**config.mk**
```make
export PLATFORM = sky130hd
export DESIGN_NAME = column_generator_flat
export DESIGN_NICKNAME = d
export VERILOG_FILES = /design/src/rtl/flappy_pkg.sv /design/src/rtl/column_generator_if.sv /design/src/rtl/opening_lfsr.sv /design/src/rtl/column_generator.sv /design/src/flat_wrapper.sv
export SDC_FILE = /design/constraint.sdc
export NUM_CORES = 1
export LEC_CHECK = 0
export ABC_AREA = 1
export CAP_MARGIN = 20
export CELL_PAD_IN_SITES_DETAIL_PLACEMENT = 1
export CELL_PAD_IN_SITES_GLOBAL_PLACEMENT = 1
export CORE_ASPECT_RATIO = 2
export CORE_MARGIN = 2
export CORE_UTILIZATION = 39
export CTS_CLUSTER_SIZE = 14
export DETAILED_ROUTE_END_ITERATION = 8
export PLACE_DENSITY_LB_ADDON = 0.1
export SYNTH_ARGS = -nofsm -noshare
export SYNTH_HDL_FRONTEND = slang
export SYNTH_SLANG_ARGS = --single-unit
```
**constraint.sdc**
```tcl
create_clock -name clk -period 2.3 [get_ports clk]
set_input_delay 0.345 -clock clk [delete_from_list [all_inputs] [get_ports clk]]
set_output_delay 0.345 -clock clk [all_outputs]
set_load 0.02 [all_outputs]
```
**src/rtl/flappy_pkg.sv**
```systemverilog
// flappy_pkg: column geometry, opening limits and game state encodings shared by the
//   column generator and the collision detector.
package flappy_pkg;
  localparam int COL1_X = 32;
  localparam int COL2_X = 64;
  localparam int COL3_X = 96;
  localparam int COL4_X = 128;
  localparam int UP_WIDTH = 11;
  localparam int DOWN_WIDTH = 34;
  localparam int GROUND_Y = 121;
  localparam logic [6:0] OP_MIN = 7'd16;
  localparam logic [6:0] OP_INIT = 7'd48;
  typedef enum logic [1:0] {IDLE, RUN, DEAD} state_e;
endpackage

```
**src/rtl/column_generator_if.sv**
```systemverilog
// column_generator_if: game-control inputs and column/score outputs of the column generator.
//   master: drives frame_tick/start/collided, observes col1..4_op, score, running, game_over, shift_pulse
//   slave : the column generator side
interface column_generator_if;
  logic frame_tick;
  logic start;
  logic collided;
  logic [6:0] col1_op;
  logic [6:0] col2_op;
  logic [6:0] col3_op;
  logic [6:0] col4_op;
  logic [7:0] score;
  logic running;
  logic game_over;
  logic shift_pulse;
  modport master (
    output frame_tick, start, collided,
    input col1_op, col2_op, col3_op, col4_op, score, running, game_over, shift_pulse
  );
  modport slave (
    input frame_tick, start, collided,
    output col1_op, col2_op, col3_op, col4_op, score, running, game_over, shift_pulse
  );
endinterface

```
**src/rtl/opening_lfsr.sv**
```systemverilog
// opening_lfsr: free-running 7-bit Fibonacci LFSR (x^7+x^6+1), steps every clock.
//   clk, reset (sync, active-high, loads SEED) -> q_o[6:0] current LFSR state
module opening_lfsr #(
  parameter logic [6:0] SEED = 7'h5A
) (
  input  logic       clk,
  input  logic       reset,
  output logic [6:0] q_o
);
  logic [6:0] q_q;
  always_ff @(posedge clk)
    q_q <= reset ? SEED : {q_q[5:0], q_q[6] ^ q_q[5]};
  assign q_o = q_q;
endmodule

```
**src/rtl/column_generator.sv**
```systemverilog
// column_generator: scrolls four column openings, draws new ones from an LFSR, keeps score
//   and the IDLE/RUN/DEAD game state.
//   clk, reset (sync, active-high); bus (column_generator_if.slave): frame_tick/start/collided in,
//   col1..4_op, score, running, game_over, shift_pulse out.
//   DIFFICULTY_RAMP_EN: when defined, the shift period shrinks by one frame every 8th shift down to 10.
module column_generator #(
  parameter int SHIFT_FRAMES = 30,
  parameter logic [6:0] OP_INIT = flappy_pkg::OP_INIT,
  parameter logic [6:0] OP_MIN = flappy_pkg::OP_MIN,
  parameter logic [6:0] LFSR_SEED = 7'h5A
) (
  input logic clk,
  input logic reset,
  column_generator_if.slave bus
);
  import flappy_pkg::*;
  state_e state_q, state_d;
  logic [6:0] lfsr;
  logic [6:0] op_q [4];
  logic [7:0] cnt_q, score_q, period;
  logic pulse_q, enter_run, advance, shift;
  logic unused_lfsr_msb;
  opening_lfsr #(.SEED(LFSR_SEED)) u_lfsr (.clk(clk), .reset(reset), .q_o(lfsr));
  assign unused_lfsr_msb = lfsr[6];
  assign enter_run = state_q != RUN && bus.start;
  // collision wins over a shift landing on the same tick
  assign advance = state_q == RUN && bus.frame_tick && !bus.collided;
  assign shift = advance && cnt_q == period - 8'd1;
`ifdef DIFFICULTY_RAMP_EN
  logic [7:0] period_q;
  logic [2:0] nshift_q;
  always_ff @(posedge clk)
    if (reset || enter_run) begin
      period_q <= 8'(SHIFT_FRAMES);
      nshift_q <= '0;
    end else if (shift) begin
      nshift_q <= nshift_q + 3'd1;
      if (nshift_q == 3'd7) period_q <= period_q > 8'd10 ? period_q - 8'd1 : period_q;
    end
  assign period = period_q;
`else
  assign period = 8'(SHIFT_FRAMES);
`endif
  always_ff @(posedge clk)
    state_q <= reset ? IDLE : state_d;
  always_comb
    state_d = state_q == RUN ? (bus.collided ? DEAD : RUN) : (bus.start ? RUN : state_q);
  always_comb begin
    bus.running = state_q == RUN;
    bus.game_over = state_q == DEAD;
  end
  always_ff @(posedge clk)
    if (reset || enter_run) begin
      for (int i = 0; i < 4; i++) op_q[i] <= OP_INIT;
      score_q <= '0;
      cnt_q <= '0;
      pulse_q <= 1'b0;
    end else begin
      pulse_q <= shift;
      if (advance) cnt_q <= shift ? 8'd0 : cnt_q + 8'd1;
      if (shift) begin
        op_q[0] <= op_q[1];
        op_q[1] <= op_q[2];
        op_q[2] <= op_q[3];
        op_q[3] <= {1'b0, lfsr[5:0]} + OP_MIN;
        score_q <= score_q == 8'hFF ? score_q : score_q + 8'd1;
      end
    end
  assign bus.col1_op = op_q[0];
  assign bus.col2_op = op_q[1];
  assign bus.col3_op = op_q[2];
  assign bus.col4_op = op_q[3];
  assign bus.score = score_q;
  assign bus.shift_pulse = pulse_q;
endmodule

```
**src/flat_wrapper.sv**
```systemverilog
// flat-port wrapper written by rule: the top's interface ports become plain ports
module column_generator_flat import flappy_pkg::*;
#(
  parameter int SHIFT_FRAMES = 30,
  parameter logic [6:0] OP_INIT = flappy_pkg::OP_INIT,
  parameter logic [6:0] OP_MIN = flappy_pkg::OP_MIN,
  parameter logic [6:0] LFSR_SEED = 7'h5A
)
  (clk, reset, bus_frame_tick, bus_start, bus_collided, bus_col1_op, bus_col2_op, bus_col3_op, bus_col4_op, bus_score, bus_running, bus_game_over, bus_shift_pulse);
  column_generator_if bus_i ();
  input logic clk;
  input logic reset;
  input wire logic [$bits(bus_i.frame_tick)-1:0] bus_frame_tick;
  input wire logic [$bits(bus_i.start)-1:0] bus_start;
  input wire logic [$bits(bus_i.collided)-1:0] bus_collided;
  output wire logic [$bits(bus_i.col1_op)-1:0] bus_col1_op;
  output wire logic [$bits(bus_i.col2_op)-1:0] bus_col2_op;
  output wire logic [$bits(bus_i.col3_op)-1:0] bus_col3_op;
  output wire logic [$bits(bus_i.col4_op)-1:0] bus_col4_op;
  output wire logic [$bits(bus_i.score)-1:0] bus_score;
  output wire logic [$bits(bus_i.running)-1:0] bus_running;
  output wire logic [$bits(bus_i.game_over)-1:0] bus_game_over;
  output wire logic [$bits(bus_i.shift_pulse)-1:0] bus_shift_pulse;
  assign bus_i.frame_tick = bus_frame_tick;
  assign bus_i.start = bus_start;
  assign bus_i.collided = bus_collided;
  assign bus_col1_op = bus_i.col1_op;
  assign bus_col2_op = bus_i.col2_op;
  assign bus_col3_op = bus_i.col3_op;
  assign bus_col4_op = bus_i.col4_op;
  assign bus_score = bus_i.score;
  assign bus_running = bus_i.running;
  assign bus_game_over = bus_i.game_over;
  assign bus_shift_pulse = bus_i.shift_pulse;
  column_generator #(.SHIFT_FRAMES(SHIFT_FRAMES), .OP_INIT(OP_INIT), .OP_MIN(OP_MIN), .LFSR_SEED(LFSR_SEED)) u_core (.clk(clk), .reset(reset), .bus(bus_i));
endmodule
```
# Word-level counts from Yosys, hierarchy flattened
# Memories as Yosys holds them, arrays and structs flattened.
# Cells that the tools add are included.
# op_classes
add_sub_neg	3
n_eq_ne	5
n_mux	13
n_bitwise	6
reduce_logical	8
# ops
cell	count
two-way mux 7 bit	4
adder 8 x 1 -> 8 bit, second input constant	2
== test 8 x 5 -> 1 bit, second input constant	1
== test 8 bit, second input constant	1
two-way mux 8 bit	1
adder 6 x 5 -> 7 bit, second input constant	1
two-way mux 2 bit	3
two-way mux 1 bit	5
logical AND 1 bit	4
bitwise OR 1 bit	4
== test 2 x 1 -> 1 bit, second input constant	1
== test 2 bit, second input constant	1
!= test 2 x 1 -> 1 bit, second input constant	1
AND reduction 2 bit	1
nonzero test 2 bit	1
logical NOT 1 bit	1
logical OR 1 bit	1
NOT 1 bit	1
XOR 1 bit	1
# totals
ff_bits	26
mem_bits_rw	28
in_bits	5
out_inout_bits	39
wordCells	41
memories	1
# memory_table
memory	depth	word_bits	rd	rd_clocked_by_memory_dff	wr	line	rtl
u_core.op_q	4	7	4	0	4	column_generator.sv:19	logic [6:0] op_q [4];

# Longest topological paths before layout
# Gate-level depths: netlist of run 1.
# depth
depth_word	8
ltp_mapped	9
mapped_depth_nobuf	9

# By module
# Synthesis of run 1 repeated with hierarchy kept, for this count alone.
# unflattened
cells_unflattened	259
area_unflattened_um2	2458.6
# by_module_without_submodules
module	n_inst	cells_per_inst	area_each_um2	seq_area_each_um2
column_generator	1	239	2259.7	1221.2
opening_lfsr	1	20	198.9	140.1

# Worst setup path before layout of run 1
# OpenSTA, ideal clock, no wires.
# synth_path
kind	register to register
startpoint	register u_core.cnt_q[0]
endpoint	memory u_core.op_q[0][0], enable pin
setup_ps	390
t_arrival_ps	1623
required_ps	1910
setup_slack_ps	286
stages_incl_launch_ff	6
n_path_buf	0
period_less_slack_ps	2014
path_cell_list	dfxtp_1 > ha_1 > nand3_1 > nor2_4 > nand2_2 > nand2_1
# synth_lines
element	line	rtl
from (decl)	column_generator.sv:20	logic [7:0] cnt_q, score_q, period;
from (signal assigned)	column_generator.sv:60	if (advance) cnt_q <= shift ? 8'd0 : cnt_q + 8'd1;
to (decl)	column_generator.sv:19	

# Worst setup path after layout of run 1
# layout_path
startpoint	register u_core.score_q[2] (netlist: u_core.bus.score[2])
endpoint	output bus_score[2]
# layout_lines
element	line	rtl
from (decl)	column_generator.sv:20	
from (signal assigned)	column_generator.sv:66	score_q <= score_q == 8'hFF ? score_q : score_q + 8'd1;
to (decl)	flat_wrapper.sv:20	output wire logic [$bits(bus_i.score)-1:0] bus_score;
# No word-level cell between the ends.

==> results.txt, run 1 <==
- The run finished with clean final reports.
- The kind of cell with the highest combined delay along the critical path is buffers and inverters.
- Power share of the clock group: 0.386
* DRC violation total after the first TritonRoute iteration: 30
- Clock tree root buffer cell: sky130_fd_sc_hd__clkbuf_16
* Initial standard-cell utilization of the core: 0.400
- Crit-path max FO: 7
- Antenna Cells: 0
* Count of nets after finishing: 308
* Final hold slack: 436 ps
- Synthesis produced a netlist whose cell count is 250.
* Number of failing hold endpoints at the final stage: 0
- Signal arrival time at the worst endpoint: 1440 ps
- Max frequency: 562 MHz
- Gr usage total: 0.160
* Clock tree from TritonCTS: yes
- The share of total power dissipated in sequential elements is 0.537.
- The share of synthesized area in the top cell type comes to 0.353.
* Hold crit path type: reg -> reg
* Count of placed standard cells in the final layout, fillers left out: 363
* Element type at the critical path end: primary output
- Source-to-sink clock delay at the later pin of the worst-skew pair: 300 ps
- Of the cells placed in the final design, the portion with a size suffix greater than 1 is 0.143.
- Antenna viol nets, final: 0
- Drt wl/cell: 13.0 um
- Summing every instance area after synthesis gives 2380 um^2.
- Number of different library cells in the post-synthesis netlist: 27
- Post-CTS Setup Repair Bufs: 0
- The clock arrives with 4.67 ps of skew.
* DIE WIDTH: 59.2 um
- The first global-routing pass estimated 8040 um of wire.
- Once placement finished, the instance area stood at 2880 um^2.
* Number of nets in the synthesized netlist: 259
* Area of the core region: 5960 um^2
- Counting both buffers and inverters, the worst setup path holds a total of 1.
- Count of endpoints failing setup in the final report: 0
- Die outline area: 6780 um^2
* Data required time at the worst endpoint: 1960 ps
* Vias in the first global route: 1770
- IR analysis of the VDD net gives a maximum drop of 0.581 mV.
- DRC violations left: 0
- Highest-delay cell along the critical path: sky130_fd_sc_hd__clkdlybuf4s50_1
- From bottom edge to top edge, the die measures 114 um.
- Headroom to the max-slew limit came out at 0.764.
- Post-cts hold buffer count: 0
- Prior to clock tree synthesis, the placed netlist has a worst setup slack of 299 ps.
* Worst Setup Start Kind: register
* Net switching fraction of the power: 0.221
- Total Wirelength: 4710 um
- Max_cap viols: 0
- The number of antenna violations at the first check in global routing is 0.
* Worst-Margin Slew: 354 ps
* Clock-pin transition on the worst setup and hold timing paths: 60 ps
- After layout, the worst setup slack is 519 ps.
- CP Cell Sequence: clkdlybuf4s50_1
- Sorting the synthesized cells by area gives the leading types as sky130_fd_sc_hd__edfxtp_1 (35%), sky130_fd_sc_hd__dfxtp_1 (22%), sky130_fd_sc_hd__inv_1 (6.8%).
- The share of total power dissipated in combinational logic is 0.077.
- Final critical path time including I/O delays and setup: 1780 ps
- Overall via count from detail_route: 1742
* Maximum clock path buffer count: 2
* HPWL after detailed placement: 3530 um
- Portion of the post-synthesis area used by sequential elements: 0.572
- Number of buffers inserted during clock tree synthesis: 5
- Leakage power summed over all cells: 0.00111 uW
- Once placement completed, the tool counted placed cells totaling 355.
- The finished cells cover 3030 um^2.
- Summed over all layers, the global routing overflow is 0.
- Ports placed on the boundary: 44
- The pre-antenna-repair detailed-routing pass consisted of 4 iterations.
* Final RePlAce weighted congestion: 0.736
- CTS HTree Levels: 2
- In this design, the stage delay of the slowest critical-path cell is 670 ps.
* Largest net degree at the start of global routing: 35
- Internal power component: 1540 uW
- The biggest area contributor in the post-synthesis netlist is sky130_fd_sc_hd__edfxtp_1.
- Of the available clock period, the critical path in the final layout requires 0.774.
* Sink count of the clock tree: 54
- Placement row count: 40
* Mean Syn Cell Area: 9.52 um^2
* TNS Setup: 0 ps
* Yosys warns: 0
- After synthesis the netlist holds a flip-flop and latch count of 54.
- In this run the power density over the cells is 651 nW/um^2.
- The analysis attributes to net switching a power of 437 uW.
- CTS-repair resized insts: 0
- The critical path in this run is classified as reg -> out.
- Unrepaired setup endpoints after global routing: false
- Signed area change from the synthesized netlist to the final layout: 27.5%
- Using the TritonRoute via totals, the vias-per-cell ratio works out to 4.80.
- Number of max-slew violations in the final report: 0
- Buffers added on ports: 43
logic make-up after synthesis:
kind of cell	synth area share
and+or+nand+nor	0.252
DFF	0.572
buffers and inverters	0.0862
AOI/OAI and AO/OA	0.0426
xor gates and xnor gates	0.0258
adders and majority gates	0.0210
worst paths after layout:
kind / from / endpoint / slack [ps] / depth (start not counted)
worst min-delay path: u_core.u_lfsr.q_o[3] / u_core.u_lfsr.q_o[4] / 440 / 2
worst max register to register: u_core.cnt_q[0] / u_core.op_q[0][12] / 570 / 7
worst min register to register: u_core.u_lfsr.q_o[3] / u_core.u_lfsr.q_o[4] / 440 / 2
worst max-delay path: u_core.bus.score[2] / bus_score[2] / 520 / 1
area by class of cell:
type	instances	area [um^2]
flip-flops and latches	54	1360
multi-input cells	148	813
well taps	63	78.8
clock inverters	2	12.5
fillers	695	2920
repair buffers	45	458
clock buffers	6	139
inverters	45	171
layer usage:
metal | track usage | vias up | part of all wire
met5 | 0 | - | 0
met4 | 0.100 | 0 | 0.031
met3 | 0.0407 | 8 | 0.041
met1 | 0.158 | 821 | 0.37
li1 | - | 876 | -
met2 | 0.283 | 37 | 0.56
cells in the mapped netlist:
master and number:
sky130_fd_sc_hd__inv_2 1, sky130_fd_sc_hd__ha_1 4, sky130_fd_sc_hd__dfxtp_1 26, sky130_fd_sc_hd__nand2_1 37
sky130_fd_sc_hd__nor2_8 1, sky130_fd_sc_hd__nor3b_2 1, sky130_fd_sc_hd__buf_6 3, sky130_fd_sc_hd__inv_1 43
sky130_fd_sc_hd__o21bai_1 2, sky130_fd_sc_hd__nand3_1 19, sky130_fd_sc_hd__a21oi_2 1, sky130_fd_sc_hd__edfxtp_1 28
sky130_fd_sc_hd__nor3_1 2, sky130_fd_sc_hd__inv_4 1, sky130_fd_sc_hd__or2_1 7, sky130_fd_sc_hd__o21ai_0 3
sky130_fd_sc_hd__nor2_1 22, sky130_fd_sc_hd__nor2_4 2, sky130_fd_sc_hd__xnor2_1 4, sky130_fd_sc_hd__a21oi_1 10
sky130_fd_sc_hd__o21a_1 1, sky130_fd_sc_hd__or2_2 1, sky130_fd_sc_hd__nand2_2 3, sky130_fd_sc_hd__nand4_1 2
sky130_fd_sc_hd__o21ai_1 1, sky130_fd_sc_hd__xor2_1 3, sky130_fd_sc_hd__nor2_2 22
through the flow:
stage | utilization | power [uW]
finish | 0.509 | 1980
floorplan | - | 1160
global placement | 0.484 | 1240
CTS | 0.509 | 2010
detailed placement | 0.484 | 1240
global route | 0.509 | 2060
power by group through the flow:
stage / Combinational, uW / Clock [uW] / Sequential (uW)
4_1_cts: 155 / 797 / 1060
6_report: 152 / 764 / 1060
3_5_place_dp: 155 / 0 / 1080
5_1_grt: 169 / 825 / 1070
2_1_floorplan: 56.7 / 0 / 1110
3_3_place_gp: 154 / 0 / 1080
worst reg2reg max path, cell delays in order (launching register included):
cell                      delay [ps]
sky130_fd_sc_hd__dfxtp_1         400
sky130_fd_sc_hd__ha_1            190
sky130_fd_sc_hd__nand3_1         130
sky130_fd_sc_hd__nor2_4          160
sky130_fd_sc_hd__nand2_2         110
sky130_fd_sc_hd__nor2_8          110
sky130_fd_sc_hd__inv_4           140
sky130_fd_sc_hd__or2_1           250
cells in the final DEF, fill, tap and decap left out, drive strengths merged:
master / n
ha: 4
nor3b: 1
clkinv: 1
or2: 8
nand4: 2
clkbuf: 6
inv: 45
xnor2: 4
nand3: 19
a21oi: 11
xor2: 3
clkdlybuf4s50: 43
clkinvlp: 1
nor3: 2
o21bai: 2
buf: 2
nand2: 40
o21a: 1
edfxtp: 28
nor2: 47
o21ai: 4
dfxtp: 26
registers in the layout, indices dropped and copies added, names as in the netlist:
signal / cells
u_core.bus.shift_pulse: 1
u_core.state_q: 2
u_core.cnt_q: 8
u_core.u_lfsr.q_o: 7
u_core.bus.score: 8
u_core.op_q: 28
(Power assumes the default switching activity.)
==> run 2: changes to the inputs <==
--- a/config.mk
+++ b/config.mk
@@ -11,7 +11,7 @@
 export CELL_PAD_IN_SITES_GLOBAL_PLACEMENT = 1
 export CORE_ASPECT_RATIO = 2
 export CORE_MARGIN = 2
-export CORE_UTILIZATION = 39
+export CORE_UTILIZATION = 35
 export CTS_CLUSTER_SIZE = 14
 export DETAILED_ROUTE_END_ITERATION = 8
 export PLACE_DENSITY_LB_ADDON = 0.1
==> constraint.sdc (replaced) <==
create_clock -name clk -period 1.6 [get_ports clk]
set_input_delay 0.24 -clock clk [delete_from_list [all_inputs] [get_ports clk]]
set_output_delay 0.24 -clock clk [all_outputs]
set_load 0.02 [all_outputs]
==> run 2 against run 1 <==
Die area up 11%. Core utilization shrank 1.4 points. Sequential cell count stayed put. Register-to-register slack worse by 490 ps. Global-route usage down 1.5 points. Largest power group unchanged.
==> results.txt, run 2 (same netlist as run 1, synthesis figures left out) <==
- The run finished with clean final reports.
- Total Wirelength: 5110 um (+8.5%)
* Antenna violations before repair: 0 (unchanged)
* Chip Height: 121 um (+5.4%)
- The starting density of the core came to 0.359 (-0.0402).
* Net switching fraction of the power: 0.227 (+0.00531)
- Total stage count of the critical path: 8 (+7)
- CTS HTree Levels: 2 (unchanged)
* Power share of the clock group: 0.374 (-0.012)
- Final RePlAce weighted congestion: 0.740 (+0.54%)
- Number of buffers inserted during clock tree synthesis: 5 (unchanged)
* Worst Setup Start Kind: register
- Max incr delay on CP: 310 ps (-360 ps)
* Area of the core region: 6620 um^2 (+11%)
* Peak supply drop: 0.464 mV (-20%)
- Number of failing hold endpoints at the final stage: 0 (unchanged)
- Clock tree root buffer cell: sky130_fd_sc_hd__clkbuf_16
- Relative contribution of sequential cells to total power: 0.537 (about the same)
* Die outline area: 7510 um^2 (+11%)
* Internal power component: 2190 uW (+43%)
- CP Cell Sequence: inv_1 -> ha_4 -> nand3_2 -> nor2_4 -> nand2_4 -> nor2_8 -> inv_4 -> or2_1
* Leakage power summed over all cells: 0.00133 uW (+19%)
- The maximum clock skew at final layout is 3.71 ps (-0.967 ps).
- Category of cells accounting for the largest share of critical-path delay: simple AND/OR/NAND/NOR gates
- DRC violation total after the first TritonRoute iteration: 57 (+90%)
- The register-to-register path setup slack was 80 ps (-490 ps).
- The switching power is 643 uW (+47%).
* GRT Residual Overflow: 0 (unchanged)
- The setup-violating endpoint count in the final report came to 0 (unchanged).
* Type of the setup path with the least slack: reg -> reg
- Most common cell after layout, fill and taps aside: sky130_fd_sc_hd__inv_1
- Buffers added on ports: 43 (unchanged)
- Highest-delay cell along the critical path: sky130_fd_sc_hd__dfxtp_1
- Drt wl/cell: 12.5 um (-3.7%)
- Relative contribution of combinational cells to total power: 0.089 (+0.012)
- Layout cell share with drive strength beyond 1: 0.215 (+0.0716)
- The largest buffer count on any clock path is 2 (unchanged).
- Gr usage total: 0.145 (-0.0149)
- Drt via density: 4.44 (-7.4%)
* Power per standard cell area: 865 nW/um^2 (+33%)
- The chip width was 62.3 um (+5.2%).
* Antenna viol nets, final: 0 (unchanged)
* Number of buffers and inverters on the critical path: 2 (+1)
- The first-pass GRT wire length came to 8370 um (+4.1%).
- The worst-skew pair later-pin latency came to 290 ps (about the same).
* Largest net degree at the start of global routing: 21 (-40%)
* Post-route total power: 2840 uW (+44%)
- The CTS sink count is 54 (unchanged).
- Count of nets after finishing: 329 (+6.8%)
- Overall via count from detail_route: 1817 (+4.3%)
- The number of buffers inserted for hold repair after clock tree synthesis came to 0 (unchanged).
* Relative slew slack: 0.831 (+0.0673)
- The standard-cell row count was 42 (+5.0%).
- The total negative setup slack is 0 ps (unchanged).
* Share of the clock period used by the worst path after layout: 0.952
- Worst reg-to-reg path cell count: 8 (+1)
- Commonest cells after routing, fill and taps aside: sky130_fd_sc_hd__inv_1 (43), sky130_fd_sc_hd__nand2_1 (36), sky130_fd_sc_hd__clkdlybuf4s50_1 (33), sky130_fd_sc_hd__edfxtp_1 (28), sky130_fd_sc_hd__dfxtp_1 (24)
- The clock-pin slew on the worst setup and hold paths is 70 ps (about the same).
- Signed area change from the synthesized netlist to the final layout: 37.7%
- Placed cell count: 400 (+13%)
* Vias in the first global route: 1810 (+2.3%)
- The final standard cell count with taps included and fillers excluded was 409 (+13%).
- The total of max-cap violations was 0 (unchanged).
- The number of flip-flops in the largest register was 28 (unchanged).
* Number of max-slew violations in the final report: 0 (unchanged)
- The required time at the worst-slack endpoint was 1650 ps (-310 ps).
- Unrepaired setup endpoints after global routing: false
- Worst hold path stage count: 2 (unchanged)
* Max frequency: 657 MHz
- The maximum fanout count along the critical path was 9 (+2).
- DRC violations left: 0 (unchanged)
- Element type at the critical path end: register
* HPWL after detailed placement: 4000 um (+13%)
* Hold crit path type: reg -> reg
* Clock tree from TritonCTS: yes
- Most flops, register: u_core.op_q
- Ports placed on the boundary: 44 (unchanged)
- The slew of the pin with the lowest slew margin came to 253 ps (-101 ps).
- Total iterations of the first detailed-routing run: 4 (unchanged)
- Antenna Cells: 0 (unchanged)
- Final critical path time including I/O delays and setup: 1520 ps
* Signal arrival time at the worst endpoint: 1570 ps (+130 ps)
## run 2: changes by cell type in the layout (fill, tap and decap cells not counted), sizes merged
cell and delta:
buf +21, clkbuf -1, dlymetal6s2s +3, clkinv +1, dlygate4sd2 +7, clkdlybuf4s50 -10
## run 2: worst register-to-register path: stages (launching register included)
cell and delay [ps]:
sky130_fd_sc_hd__dfxtp_1 310, sky130_fd_sc_hd__inv_1 80, sky130_fd_sc_hd__ha_4 140, sky130_fd_sc_hd__nand3_2 90
sky130_fd_sc_hd__nor2_4 170, sky130_fd_sc_hd__nand2_4 100, sky130_fd_sc_hd__nor2_8 100, sky130_fd_sc_hd__inv_4 60
sky130_fd_sc_hd__or2_1 210
## run 2: final timing paths
kind	from	end
max	u_core.cnt_q[1]	u_core.op_q[0][11]
min	u_core.u_lfsr.q_o[2]	u_core.u_lfsr.q_o[3]
max reg2reg	u_core.cnt_q[1]	u_core.op_q[0][11]
min reg2reg	u_core.u_lfsr.q_o[2]	u_core.u_lfsr.q_o[3]
## run 2: metal layers
metal,share of wire,wire length [um],global-route usage,vias to the layer above
li1,-,-,-,920
met1,0.35,1770,0.135,856
met2,0.60,3060,0.291,34
met3,0.029,148,0.0251,7
met4,0.025,126,0.0764,0
met5,0,0,0,-
## run 2: layout make-up
cell class / count / area [um^2]
Timing Repair Buffer: 66 / 643
Clock inverter: 3 / 21.3
Clock buffer: 5 / 125
Sequential cell: 54 / 1360
Tap cell: 88 / 110
Inverter: 45 / 171
Multi-Input combinational cell: 148 / 843
Fill cell: 805 / 3340
## run 2: per-stage QoR
step	setup WS (ps)	utilization	cell area, um^2	hold WS [ps]
after detailed placement	-144	0.468	3100	435
after floorplan	78.1	-	2390	311
after CTS	0.396	0.489	3240	452
after global placement	-103	0.468	3100	433
after global routing	3.07	0.495	3280	479
final	77.1	0.495	3280	444
## run 2: power groups by stage
stage	sequential [uW]	clock, uW	combinational, uW
2_1_floorplan	1590	0	83.5
3_3_place_gp	1550	0	253
3_5_place_dp	1560	0	256
4_1_cts	1520	1100	255
5_1_grt	1530	1160	272
6_report	1520	1060	251
## run 2: timing repair
item	CTS	global route
cloned	0	0
buffers inserted	0	1
endpoints found under the hold margin	0	0
gates resized for setup	8	9
endpoints found under the setup margin	27	30
pin swaps	1	2
==> run 3: changes to the inputs <==
--- a/config.mk
+++ b/config.mk
@@ -14,7 +14,9 @@
 export CORE_UTILIZATION = 35
 export CTS_CLUSTER_SIZE = 14
 export DETAILED_ROUTE_END_ITERATION = 8
+export MAX_ROUTING_LAYER = met4
 export PLACE_DENSITY_LB_ADDON = 0.1
+export SKIP_CTS_REPAIR_TIMING = 1
 export SYNTH_ARGS = -nofsm -noshare
 export SYNTH_HDL_FRONTEND = slang
 export SYNTH_SLANG_ARGS = --single-unit
==> run 3 against run 2 <==
Maximum frequency grew 0.39%. Clock skew shrank 1.0 ps. First-iteration DRC count grew 5.3%. Power grew 0.19%. Register-to-register slack gained 20 ps. Non-clock buffer count is the same. Sequential cell count is the same. Critical path type is now reg -> out. Largest cell class unchanged. Highest routed layer unchanged.
==> results.txt, run 3 (same netlist as run 1, synthesis figures left out) <==
- The flow ran to the end, and the final reports show no timing, DRC or antenna violations.
- The total core area is 6620 um^2 (unchanged).
- The proportion of layout cells with a drive suffix above 1 is 0.215 (unchanged).
- The data arrival time of the critical path is 1280 ps (-290 ps).
- The die outline height is 121 um (unchanged).
- The DRC violation count after routing came to 0 (unchanged).
- Maximum clock path buffer count: 2 (unchanged)
* Highest-delay cell along the critical path: sky130_fd_sc_hd__clkdlybuf4s50_1
- Antenna Cells: 0 (unchanged)
- Source-to-sink clock delay at the later pin of the worst-skew pair: 290 ps (about the same)
- The quantity of I/O buffers inserted on ports is 43 (unchanged).
* Commonest cells after routing, fill and taps aside: sky130_fd_sc_hd__inv_1 (43), sky130_fd_sc_hd__nand2_1 (36), sky130_fd_sc_hd__clkdlybuf4s50_1 (33), sky130_fd_sc_hd__edfxtp_1 (28), sky130_fd_sc_hd__dfxtp_1 (24)
- Antenna violations before repair: 0 (unchanged)
- Capture point of the critical path: bus_col4_op[2]
* Number of buffers inserted during clock tree synthesis: 5 (unchanged)
* Initial standard-cell utilization of the core: 0.359 (unchanged)
- The number of hold violations in the final report came to 0 (unchanged).
- The post-route clock period utilization is 0.948 (-0.00367).
- The routed wire length came to 5120 um (+0.25%).
- The standard-cell row count was 42 (unchanged).
* CP Cell Sequence: clkdlybuf4s50_1
- Number of max-slew violations in the final report: 0 (unchanged)
- The required time at the worst-slack endpoint was 1360 ps (-290 ps).
* FF-to-FF End: u_core.op_q[0][11]
* Worst Setup Start Kind: register
- The chip width was 62.3 um (unchanged).
* DRC violation total after the first TritonRoute iteration: 60 (+5.3%)
- CTS HTree Levels: 2 (unchanged)
- The worst hold-check slack came to 445 ps (+0.844 ps).
- Unrepaired setup endpoints after global routing: false
* Clock tree root buffer cell: sky130_fd_sc_hd__clkbuf_16
- The number of buffers and inverters on the critical path came to 1 (-1).
- Relative to the synthesized area, the layout overhead comes to 38.9%.
- Leaving out fill and tap cells, the most frequent cell in the layout is sky130_fd_sc_hd__inv_1.
- Ports placed on the boundary: 44 (unchanged)
- The number of global-route vias before repair is 1812 (+0.11%).
- The count of vias placed by the detailed router is 1818 (+0.055%).
- The power per unit of standard cell area is 860 nW/um^2 (-0.61%).
- Hold crit path type: reg -> reg
- Gr usage total: 0.150 (+0.00441)
* Worst-Margin Slew: 261 ps (+8.08 ps)
- Total iterations of the first detailed-routing run: 4 (unchanged)
- Count of nets after finishing: 329 (unchanged)
- The relative slew slack was 0.826 (-0.00539).
- The setup path with the least slack is of type reg -> out.
- The final weighted congestion in routability-driven placement was 0.749 (+1.2%).
- The area of the die is 7510 um^2 (unchanged).
- The post-detailed-route wirelength per cell is 12.5 um (+0.25%).
* Clock tree from TritonCTS: yes
- STA classifies the critical path endpoint as a primary output.
* Reg-to-reg setup timing slack: 100 ps (+20 ps)
- Maximum clock skew at final layout: 2.67 ps (-1.04 ps)
* GRT Residual Overflow: 0 (unchanged)
- HPWL after detailed placement: 4000 um (unchanged)
- The vias per cell is 4.44 (about the same).
- The logic depth of the worst path, buffers included came to 1 (-7).
- Largest net degree at the start of global routing: 21 (unchanged)
- Count of endpoints failing setup in the final report: 0 (unchanged)
- The number of flip-flops in the largest register came to 28 (unchanged).
- Clock-pin transition on the worst setup and hold timing paths: 70 ps (about the same)
* Worst setup startpoint: u_core.op_q[0][23]
- The final critical-path required period is 1520 ps (-5.88 ps).
* Worst reg-to-reg path cell count: 8 (unchanged)
- The first-pass GRT wire length is 8400 um (+0.33%).
* Max frequency: 659 MHz (+0.39%)
* Antenna viol nets, final: 0 (unchanged)
- The total of max-cap violations is 0 (unchanged).
- The cell family contributing the most delay on the critical path is buffers and inverters.
* Origin of the critical flop-to-flop path: u_core.cnt_q[1]
* Post-route total power: 2840 uW (+0.19%)
* Peak supply drop: 0.464 mV (about the same)
- Max incr delay on CP: 610 ps (+300 ps)
* Most flops, register: u_core.op_q
* Crit-path max FO: 2 (-7)
- The CTS sink count is 54 (unchanged).
* Leakage power summed over all cells: 0.00142 uW (+7.0%)
[run 3: final cells by class]
cell class,count,area [um^2]
clock inverter,3,21.3
fill,799,3320
tap,88,110
inverter,45,171
sequential,54,1360
timing repair buffer,66,669
multi-input combinational,148,843
clock buffer,5,125
[run 3: stage by stage]
step                      TNS [ps]  std cells  area [um^2]  utilization  setup WS (ps)
after floorplan                  0        250         2390            -           78.1
after global placement       -2110        400         3100        0.468           -103
after detailed placement     -3430        400         3100        0.468           -144
after CTS                     -632        408         3240        0.490          -83.0
after global routing             0        409         3300        0.499           18.1
final                            0        409         3300        0.499           83.0
[run 3: worst min path at each step]
stage                                      end                  from  slack, ps  cells after the start
after floorplan           u_core.u_lfsr.q_o[5]                 reset        310                      1
after global placement    u_core.u_lfsr.q_o[3]  u_core.u_lfsr.q_o[2]        430                      2
after detailed placement  u_core.u_lfsr.q_o[3]  u_core.u_lfsr.q_o[2]        430                      2
after CTS                 u_core.u_lfsr.q_o[3]  u_core.u_lfsr.q_o[2]        450                      2
after global routing      u_core.u_lfsr.q_o[4]  u_core.u_lfsr.q_o[3]        480                      2
final                     u_core.u_lfsr.q_o[3]  u_core.u_lfsr.q_o[2]        440                      2
[run 3: report_power, final]
group / total (uW) / switching [uW] / internal [uW]
clock: 1070 / 485 / 580
sequential: 1520 / 22.5 / 1500
combinational: 253 / 138 / 114
total: 2840 / 646 / 2200
[run 3: routing by layer]
| layer | vias to the layer above | GRT usage | part of all wire |
|---|---|---|---|
| li1 | 920 | - | - |
| met1 | 857 | 0.137 | 0.35 |
| met2 | 34 | 0.291 | 0.60 |
| met3 | 7 | 0.0251 | 0.028 |
| met4 | 0 | 0.0764 | 0.025 |
| met5 | - | - | 0 |
